## config.mk

```make
export PLATFORM = sky130hd
export DESIGN_NAME = instruction_fetch_stage_flat
export DESIGN_NICKNAME = d
export VERILOG_FILES = /design/src/rtl/arm_pkg.sv /design/src/rtl/instruction_fetch_stage_if.sv /design/src/rtl/instruction_fetch_stage_if_id_reg.sv /design/src/rtl/instruction_fetch_stage.sv /design/src/flat_wrapper.sv
export SDC_FILE = /design/constraint.sdc
export NUM_CORES = 1
export LEC_CHECK = 0
export CAP_MARGIN = 10
export CORE_ASPECT_RATIO = 0.75
export CORE_MARGIN = 2
export CORE_UTILIZATION = 51
export DETAILED_ROUTE_END_ITERATION = 8
export PLACE_DENSITY_LB_ADDON = 0.2
export SETUP_SLACK_MARGIN = 0.1
export SLEW_MARGIN = 40
export SYNTH_ARGS = -nofsm -noshare
export SYNTH_HDL_FRONTEND = slang
export SYNTH_SLANG_ARGS = --single-unit
export TNS_END_PERCENT = 50
```

## constraint.sdc

```tcl
create_clock -name clk -period 2.7 [get_ports clk]
set_clock_uncertainty 0.05 [all_clocks]
set_input_delay 0.405 -clock clk [delete_from_list [all_inputs] [get_ports clk]]
set_output_delay 0.405 -clock clk [all_outputs]
set_load 0.05 [all_outputs]
```

## src/rtl/arm_pkg.sv

```systemverilog
// Shared types and constants for the instruction fetch stage: FSM state
// encodings, the bubble instruction word and the datapath word width.
package arm_pkg;

  localparam int WORD_W = 32;

  localparam logic [WORD_W-1:0] BUBBLE_INSTR = 32'h0000_0000;

  typedef enum logic [1:0] {
    S_REQ  = 2'd0,
    S_HOLD = 2'd1,
    S_DROP = 2'd2
  } fetch_state_e;

  // One fetched word waiting for decode: pc is already PC+PC_STEP.
  typedef struct packed {
    logic [WORD_W-1:0] pc;
    logic [WORD_W-1:0] instr;
  } fetch_word_t;

endpackage

```

## src/rtl/instruction_fetch_stage_if.sv

```systemverilog
// Instruction-memory read port: the fetch stage is the master, the memory
// answers with imem_ack/imem_rdata after a variable latency.
interface instruction_fetch_stage_if;
  import arm_pkg::*;

  logic              imem_req;
  logic [WORD_W-1:0] imem_addr;
  logic              imem_ack;
  logic [WORD_W-1:0] imem_rdata;

  modport master (
    output imem_req,
    output imem_addr,
    input  imem_ack,
    input  imem_rdata
  );

  modport slave (
    input  imem_req,
    input  imem_addr,
    output imem_ack,
    output imem_rdata
  );

endinterface

```

## src/rtl/instruction_fetch_stage_if_id_reg.sv

```systemverilog
// IF/ID pipeline register. Flush wins over load and turns the slot into a
// bubble; pc is left alone on flush because a bubble's pc is meaningless.
module if_id_reg
  import arm_pkg::*;
(
  input  logic              clk,
  input  logic              rst,
  input  logic              load,
  input  logic              flush,
  input  logic [WORD_W-1:0] pc,
  input  logic [WORD_W-1:0] instr,
  input  logic              valid,
  output logic [WORD_W-1:0] if_pc,
  output logic [WORD_W-1:0] if_instr,
  output logic              if_valid
);

  // NOTE: sequential state is written only with non-blocking assignments so
  // every flop samples the pre-edge values of its neighbours.
  always_ff @(posedge clk or negedge rst) begin
    if (!rst) begin
      if_pc    <= '0;
      if_instr <= BUBBLE_INSTR;
      if_valid <= 1'b0;
    end else if (flush) begin
      if_instr <= BUBBLE_INSTR;
      if_valid <= 1'b0;
    end else if (load) begin
      if_pc    <= pc;
      if_instr <= instr;
      if_valid <= valid;
    end
  end

endmodule

```

## src/rtl/instruction_fetch_stage.sv

```systemverilog
// Instruction fetch stage: PC, fetch FSM (S_REQ/S_HOLD/S_DROP) and a one-entry
// hold buffer feeding if_id_reg. Define IF_PERF_CNT_EN to add fetch/stall counters.
module instruction_fetch_stage
  import arm_pkg::*;
#(
  parameter logic [WORD_W-1:0] RESET_PC = 32'h0000_0000,
  parameter int                PC_STEP  = 4
) (
  input  logic                      clk,
  input  logic                      rst,
  input  logic                      freeze,
  input  logic                      branch_taken,
  input  logic [WORD_W-1:0]         branch_address,
  instruction_fetch_stage_if.master imem,
  output logic [WORD_W-1:0]         pc_out,
  output logic [WORD_W-1:0]         instruction,
  output logic                      valid
`ifdef IF_PERF_CNT_EN
  ,
  output logic [WORD_W-1:0]         fetch_count,
  output logic [WORD_W-1:0]         stall_count
`endif
);

  localparam logic [WORD_W-1:0] STEP = WORD_W'(PC_STEP);

  fetch_state_e      state, state_next;
  logic [WORD_W-1:0] pc, pc_next, pc_inc;
  fetch_word_t       hold, hold_next;

  logic              ld, fl, ld_valid;
  logic [WORD_W-1:0] ld_pc, ld_instr;

  // Natural 32-bit wrap gives the modulo PC arithmetic for free.
  assign pc_inc         = pc + STEP;
  assign imem.imem_addr = pc;

  always_ff @(posedge clk or negedge rst) begin
    if (!rst) begin
      state <= S_REQ;
      pc    <= RESET_PC;
      // NOTE: the hold buffer is a single register, not an array, so clearing
      // it on reset costs nothing and keeps stale words out of IF/ID.
      hold  <= '0;
    end else begin
      state <= state_next;
      pc    <= pc_next;
      hold  <= hold_next;
    end
  end

  always_comb begin
    // NOTE: every output of this block gets a default first so no path can
    // leave a value unassigned and infer a latch.
    state_next    = state;
    pc_next       = pc;
    hold_next     = hold;
    imem.imem_req = 1'b0;
    ld            = 1'b0;
    fl            = 1'b0;
    ld_pc         = pc_out;
    ld_instr      = BUBBLE_INSTR;
    ld_valid      = 1'b0;

    case (state)
      S_REQ: begin
        imem.imem_req = 1'b1;
        if (branch_taken) begin
          pc_next    = branch_address;
          fl         = 1'b1;
          hold_next  = '0;
          // Without an ack the old request is still in flight and its answer
          // must be swallowed before a new request can go out.
          state_next = imem.imem_ack ? S_REQ : S_DROP;
        end else if (imem.imem_ack) begin
          pc_next = pc_inc;
          if (freeze) begin
            hold_next.pc    = pc_inc;
            hold_next.instr = imem.imem_rdata;
            state_next      = S_HOLD;
          end else begin
            ld       = 1'b1;
            ld_pc    = pc_inc;
            ld_instr = imem.imem_rdata;
            ld_valid = 1'b1;
          end
        end else if (!freeze) begin
          ld = 1'b1;
        end
      end

      S_HOLD: begin
        if (branch_taken) begin
          pc_next    = branch_address;
          fl         = 1'b1;
          hold_next  = '0;
          state_next = S_REQ;
        end else if (!freeze) begin
          ld         = 1'b1;
          ld_pc      = hold.pc;
          ld_instr   = hold.instr;
          ld_valid   = 1'b1;
          hold_next  = '0;
          state_next = S_REQ;
        end
      end

      S_DROP: begin
        if (branch_taken) begin
          pc_next   = branch_address;
          fl        = 1'b1;
          hold_next = '0;
        end
        if (imem.imem_ack) begin
          state_next = S_REQ;
        end
      end

      default: begin
        state_next = S_REQ;
      end
    endcase
  end

  if_id_reg u_if_id (
    .clk      (clk),
    .rst      (rst),
    .load     (ld),
    .flush    (fl),
    .pc       (ld_pc),
    .instr    (ld_instr),
    .valid    (ld_valid),
    .if_pc    (pc_out),
    .if_instr (instruction),
    .if_valid (valid)
  );

`ifdef IF_PERF_CNT_EN
  always_ff @(posedge clk or negedge rst) begin
    if (!rst) begin
      fetch_count <= '0;
      stall_count <= '0;
    end else begin
      if (ld && ld_valid) begin
        fetch_count <= fetch_count + 1'b1;
      end
      if (freeze) begin
        stall_count <= stall_count + 1'b1;
      end
    end
  end
`endif

endmodule

```

## src/flat_wrapper.sv

```systemverilog
// flat-port wrapper written by rule: the top's interface ports become plain ports
module instruction_fetch_stage_flat import arm_pkg::*;
#(
  parameter logic [WORD_W-1:0] RESET_PC = 32'h0000_0000,
  parameter int                PC_STEP  = 4
)
  (clk, rst, freeze, branch_taken, branch_address, pc_out, instruction, valid, imem_imem_req, imem_imem_addr, imem_imem_ack, imem_imem_rdata);
  instruction_fetch_stage_if imem_i ();
  input  logic clk;
  input  logic rst;
  input  logic freeze;
  input  logic branch_taken;
  input  logic [WORD_W-1:0] branch_address;
  output logic [WORD_W-1:0] pc_out;
  output logic [WORD_W-1:0] instruction;
  output logic valid;
  output wire logic [$bits(imem_i.imem_req)-1:0] imem_imem_req;
  output wire logic [$bits(imem_i.imem_addr)-1:0] imem_imem_addr;
  input wire logic [$bits(imem_i.imem_ack)-1:0] imem_imem_ack;
  input wire logic [$bits(imem_i.imem_rdata)-1:0] imem_imem_rdata;
  assign imem_imem_req = imem_i.imem_req;
  assign imem_imem_addr = imem_i.imem_addr;
  assign imem_i.imem_ack = imem_imem_ack;
  assign imem_i.imem_rdata = imem_imem_rdata;
  instruction_fetch_stage #(.RESET_PC(RESET_PC), .PC_STEP(PC_STEP)) u_core (.clk(clk), .rst(rst), .freeze(freeze), .branch_taken(branch_taken), .branch_address(branch_address), .imem(imem_i), .pc_out(pc_out), .instruction(instruction), .valid(valid));
endmodule
```

==> run_results.csv, run 1 <==
group,metric,value,unit
status,status,"complete, no violations",
synth,synth_top_family_by_area,"compound AO/OA/AOI/OAI gates",
route,routedWlPerCell,18.3,microns
critical_path,r2r_slack,210,ps
critical_path,cp.required,2250,ps
synth,yosys.area_share.simple,0.150,
pwr,power_density,1330,mW/mm^2
pwr,pwr-share-clk,0.186,
floorplan,rows,38,
global_route,overflow,0,
floorplan,die_w,145,microns
synth,synth_cell_types,52,
final_layout,ff_latch_area,0.00408,sq mm
timing,max_slew_margin,0.504,
timing,setup_ws,175,ps
cts,cts-root-buf,"clkbuf_16",
timing,setup-violations-final,0,
route,dr.pass1.iters,7,
pwr,power_leakage,4.58,nW
critical_path,r2r_start,"u_core.imem.imem_addr[3]$_DFFE_PN0P_",
pwr,p_int,7.15,mW
critical_path,crit_path_end_kind,"output port",
floorplan,num_io_pins,167,
floorplan,initial_core_util,0.523,
timing,hold_viol_final,0,
synth,synthAdderAreaFrac,0.00825,
timing,min_period,2520,ps
timing,rsz0062_at_grt,"yes",
synth,synth-xor-area-share,0.0323,
place,hpwlAfterDp,14600,microns
synth,syn_inst,803,
cts,clock_sinks,163,
critical_path,worstSetupPathType,"flip-flop to output port",
global_route,grt_max_degree,54,
timing,holdWs,425,ps
synth,netlist_area,0.00759,sq mm
synth,synth_mux_area_frac,0.0167,
timing,worst_slew_pin_slew,745,ps
global_route,grt_pass1_vias,6299,
timing,max_freq,396,MHz
cts,cts_tree,"built",
synth,avgSynthCellArea,9.45,sq um
place,place_ws,162,ps
route,vias,6797,
synth,async_flop_share,1.00,
route,via_per_inst,5.79,
timing,setup-tns-final,0,ps
cts,htreeDepth,4,
place,place.gp.congestion,0.852,
run,maxCapViolCount,0,
synth,yosysSeqAreaShare,0.538,
critical_path,worstSetupStartpointType,"flip-flop",
final_layout,antenna_cells,0,
floorplan,core,0.0145,sq mm
critical_path,arrival,2070,ps
pwr,swShare,0.472,
cts,clk_path_buf_depth,2,
hold_path,hold_path.class,"flip-flop to flip-flop",
pwr,comb_power_share,0.500,
pwr,vdd_drop_max,0.721,mV
final_layout,drive_above_1_share,0.0883,
synth,synth_flop_cell,"dfrtp_1",
final_layout,multiInputGateArea,0.00313,sq mm
global_route,grt_pass1_wl,33800,microns
critical_path,r2r-end,"u_core.hold[54]$_DFFE_PN0P_",
timing,timing.final.crit_share,0.935,
route,drt_iter0_drc,734,
pwr,p_switching,6.40,mW
cts,path_clk_slew,60,ps
hold_path,whs_path_depth,2,
timing,slew_viol_final,0,
final_layout,mostFrequentLayoutCells,"165 x clkdlybuf4s50_1, 163 x dfrtp_1, 135 x nand2_1, 105 x o21ai_0, 46 x inv_1",
synth,synth-compound-area-share,0.201,
cts,cts_inserted_buffers,17,
global_route,antenna_found_initial,0,
floorplan,dieArea,0.0159,sq mm
synth,ys_ff_latch,163,
global_route,globalRouteTotalUtil,0.277,
cts,cts_setup_buffers,0,
critical_path,reg2regPathDepth,6,
cts,clk_latency,420,ps
critical_path,endpoint,"imem_imem_req",
synth,ys_warn_count,0,
critical_path,worstPathMaxFanout,6,
pwr,pwr-share-seq,0.313,
final_layout,nFillCells,1124,
synth,synthesis.nets,877,
final_layout,area.growth.synth_to_final,34.3,%
route,postRouteAntennaNets,0,
final_layout,final_common_cell,"clkdlybuf4s50_1",
floorplan,die_h,110,microns
route,wirelength,21500,microns
place,portBuffers,166,
route,drc,0,
synth,synth_edf_count,0,
critical_path,crit_path_start,"u_core.state[0]$_DFFE_PN0P_",
final_layout,fin_nets,1036,
registers in the layout, summed over array words and instances, names as in the netlist:
signal	flops
u_core.hold	64
u_core.imem.imem_addr	32
u_core.u_if_id.if_instr	32
u_core.u_if_id.if_pc	32
u_core.state	2
u_core.u_if_id.if_valid	1
metrics by stage:
stage / power, mW / cells / area, sq um / util
2_1_floorplan: 8.56 / 803 / 7590 / -
6_report: 13.5 / 1174 / 10200 / 0.703
5_1_grt: 14.3 / 1174 / 10200 / 0.703
4_1_cts: 13.5 / 1173 / 10200 / 0.702
3_3_place_gp: 10.8 / 1141 / 9560 / 0.659
3_5_place_dp: 10.9 / 1141 / 9560 / 0.659
cell type report:
| type | count | share of cell area |
|---|---|---|
| sequential | 163 | 0.400 |
| multi-input combinational | 534 | 0.307 |
| timing repair buffer | 200 | 0.191 |
| clock buffer | 18 | 0.0431 |
| tap | 200 | 0.0246 |
| inverter | 46 | 0.0169 |
| clock inverter | 13 | 0.0167 |
routing by layer:
metal	part of all wire	vias to the layer above	wire, microns	GRT usage
met5	0	-	0	0
met4	0.0095	0	204	0.0562
met3	0.073	19	1570	0.0488
met2	0.44	299	9490	0.394
met1	0.48	3320	10200	0.445
li1	-	3159	-	-
worst min path at each step:
stage / start / end / slack (ps)
final: u_core.u_if_id.if_pc[2]$_DFFE_PN0P_ / u_core.u_if_id.if_pc[2]$_DFFE_PN0P_ / 420
after global routing: u_core.hold[61]$_DFFE_PN0P_ / u_core.hold[61]$_DFFE_PN0P_ / 450
after CTS: u_core.hold[63]$_DFFE_PN0P_ / u_core.hold[63]$_DFFE_PN0P_ / 430
after detailed placement: rst / u_core.u_if_id.if_pc[28]$_DFFE_PN0P_ / 350
after global placement: rst / u_core.u_if_id.if_pc[28]$_DFFE_PN0P_ / 350
after floorplan: rst / u_core.hold[0]$_DFFE_PN0P_ / 60
power by group through the flow:
stage | clock (mW) | sequential, mW | combinational [mW]
floorplan | 0 | 5.91 | 2.65
global placement | 0 | 4.23 | 6.55
detailed placement | 0 | 4.25 | 6.68
CTS | 2.55 | 4.22 | 6.73
global route | 2.64 | 4.38 | 7.24
finish | 2.52 | 4.25 | 6.78
synth_stat cells, types with 7 or more instances:
master | instances | share of area
a21oi_1 | 40 | 0.026
a222oi_1 | 32 | 0.042
a2bb2oi_1 | 8 | 0.0092
and3_1 | 19 | 0.016
clkbuf_1 | 49 | 0.024
dfrtp_1 | 163 | 0.54
inv_1 | 46 | 0.023
mux2i_1 | 7 | 0.0092
nand2_1 | 135 | 0.067
nand3_1 | 17 | 0.011
nand4_1 | 7 | 0.0058
nor2_1 | 39 | 0.019
nor3_1 | 10 | 0.0066
o21ai_0 | 105 | 0.069
o22ai_1 | 15 | 0.012
xnor2_1 | 15 | 0.017
xor2_1 | 13 | 0.015
kinds of logic (layout without fill, tap and decap cells):
group	count (synthesis)	in the layout
AOI/OAI and AO/OA	240	240
adders and majority gates	5	5
xor gates and xnor gates	28	28
DFF	163	163
and+or+nand+nor	248	249
buffers and inverters	107	277
muxes	12	12
critical path: stages, from the launching register on:
cell and delay, ps:
dfrtp_1 410, inv_1 90, ha_1 270, clkdlybuf4s50_1 880
what timing repair did:
| action | in CTS | in global routing |
|---|---|---|
| endpoints found under the hold margin | 49 | 0 |
| endpoints found under the setup margin | 0 | 41 |
| gates resized for setup | 0 | 1 |
| hold buffers | 1 | 0 |
Power figures use the tool's default switching activity.
==> run 2: changes to the inputs <==
Settings changed: SKIP_CTS_REPAIR_TIMING set to 1.
==> run 2 against run 1 <==
Via count is 0.22% lower; wire length is 0.65% higher; critical endpoint unchanged; sequential share of layout area stayed put; count of clock-buffer cells in the layout stayed put; global-route usage stayed put; combinational power hardly changed; critical path depth stayed put; die area stayed put.
==> run_results.csv, run 2 (synthesized netlist as in run 1, its figures left out) <==
group,metric,value,unit
critical_path,cp_slowest_stage_delay,870,ps
critical_path,cp.buffers_inverters,2,
route,vias,6782,
timing,max_slew_margin,0.505,
status,status,"complete, no violations",
place,hpwlAfterDp,14600,microns
final_layout,final_common_cell,"clkdlybuf4s50_1",
pwr,power_density,1330,mW/mm^2
floorplan,dieArea,0.0159,sq mm
timing,setup-tns-final,0,ps
floorplan,die_h,110,microns
floorplan,rows,38,
route,postRouteAntennaNets,0,
place,place.gp.congestion,0.852,
final_layout,drive_above_1_share,0.0883,
pwr,vdd_drop_max,0.721,mV
cts,htreeDepth,4,
timing,setup-violations-final,0,
critical_path,critical-path-top-delay-family,"buffers and inverters",
timing,worst_slew_pin_slew,743,ps
cts,clk_latency,420,ps
cts,cts-root-buf,"clkbuf_16",
route,wirelength,21600,microns
final_layout,multiInputGateArea,0.00313,sq mm
timing,rsz0062_at_grt,"yes",
final_layout,final_area,0.0102,sq mm
global_route,grt_pass1_vias,6299,
global_route,grt_pass1_wl,33800,microns
critical_path,path_cells,"inv_1 > ha_1 > clkdlybuf4s50_1",
cts,clk_path_buf_depth,2,
final_layout,ff_latch_area,0.00408,sq mm
critical_path,r2r_slack,210,ps
timing,slew_viol_final,0,
floorplan,initial_core_util,0.523,
final_layout,antenna_cells,0,
route,dr.pass1.iters,5,
global_route,globalRouteTotalUtil,0.277,
critical_path,worstPathMaxFanout,6,
floorplan,num_io_pins,167,
hold_path,hold_path.class,"flip-flop to flip-flop",
cts,clock_sinks,163,
critical_path,cp.required,2250,ps
timing,min_period,2520,ps
critical_path,crit_path_end_kind,"output port",
timing,hold_viol_final,0,
global_route,grt_max_degree,54,
cts,cts_tree,"built",
critical_path,worstSetupStartpointType,"flip-flop",
critical_path,arrival,2070,ps
route,via_per_inst,5.78,
final_layout,area.growth.synth_to_final,34.3,%
place,place_area,0.00956,sq mm
critical_path,worst_path_max_delay_cell,"clkdlybuf4s50_1",
final_layout,nFillCells,1125,
run,maxCapViolCount,0,
route,routedWlPerCell,18.4,microns
route,drt_iter0_drc,780,
final_layout,mostFrequentLayoutCells,"165 x clkdlybuf4s50_1, 163 x dfrtp_1, 135 x nand2_1, 105 x o21ai_0, 46 x inv_1",
final_layout,largest_register_ff_count,64,
timing,timing.final.crit_share,0.935,
cts,cts_inserted_buffers,17,
timing,max_freq,396,MHz
route,drc,0,
pwr,power_leakage,4.58,nW
place,portBuffers,166,
floorplan,die_w,145,microns
global_route,overflow,0,
final_layout,fin_nets,1036,
global_route,antenna_found_initial,0,
cts,path_clk_slew,60,ps
final_layout,largest-register,"u_core.hold",
critical_path,worstSetupPathType,"flip-flop to output port",
floorplan,core,0.0145,sq mm
## run 2: metrics by stage
| step | setup WS [ps] | hold WS [ps] | util | std cells | power, mW |
|---|---|---|---|---|---|
| 6_report | 176 | 425 | 0.703 | 1174 | 13.6 |
| 5_1_grt | 83.6 | 447 | 0.703 | 1174 | 14.3 |
| 4_1_cts | 160 | -91.4 | 0.701 | 1172 | 13.5 |
| 3_5_place_dp | 162 | 348 | 0.659 | 1141 | 10.9 |
| 3_3_place_gp | 219 | 352 | 0.659 | 1141 | 10.8 |
| 2_1_floorplan | 172 | 59.4 | - | 803 | 8.56 |
## run 2: layout make-up
| class | count | share of cell area |
|---|---|---|
| Sequential cell | 163 | 0.400 |
| Multi-Input combinational cell | 534 | 0.307 |
| Timing Repair Buffer | 200 | 0.191 |
| Clock buffer | 18 | 0.0431 |
| Tap cell | 200 | 0.0246 |
| Inverter | 46 | 0.0169 |
| Clock inverter | 13 | 0.0167 |
## run 2: worst reg2reg max path, delay by kind of cell (launching register included)
kind	cells	cell delay, ps
compound gates	1	190
simple gates	3	1080
fa+ha+maj	1	340
xor+xnor	1	260
flops	1	440
## run 2: where the power goes
part	internal, mW	leakage, nW	switching (mW)
clock	1.49	0.296	1.03
combinational	2.26	2.18	4.53
sequential	3.40	2.11	0.843
total	7.15	4.58	6.40
## run 2: layer usage
metal	share of wire	track usage	wire, microns	vias up
met5	0	0	0	-
met4	0.0087	0.0562	189	0
met3	0.081	0.0492	1760	15
met2	0.44	0.394	9450	313
met1	0.47	0.445	10200	3291
li1	-	-	-	3163
## run 2: path summary, 6_finish.rpt
check	endpoint	from	cells past startpoint
setup / recovery	imem_imem_req	u_core.state[0]$_DFFE_PN0P_	3
setup reg to reg	u_core.hold[54]$_DFFE_PN0P_	u_core.imem.imem_addr[3]$_DFFE_PN0P_	6
hold / removal	u_core.u_if_id.if_pc[2]$_DFFE_PN0P_	u_core.u_if_id.if_pc[2]$_DFFE_PN0P_	2
min in group asynchronous	u_core.u_if_id.if_pc[28]$_DFFE_PN0P_	rst	2
hold reg to reg	u_core.u_if_id.if_pc[2]$_DFFE_PN0P_	u_core.u_if_id.if_pc[2]$_DFFE_PN0P_	2
max in group asynchronous	u_core.u_if_id.if_pc[6]$_DFFE_PN0P_	rst	3
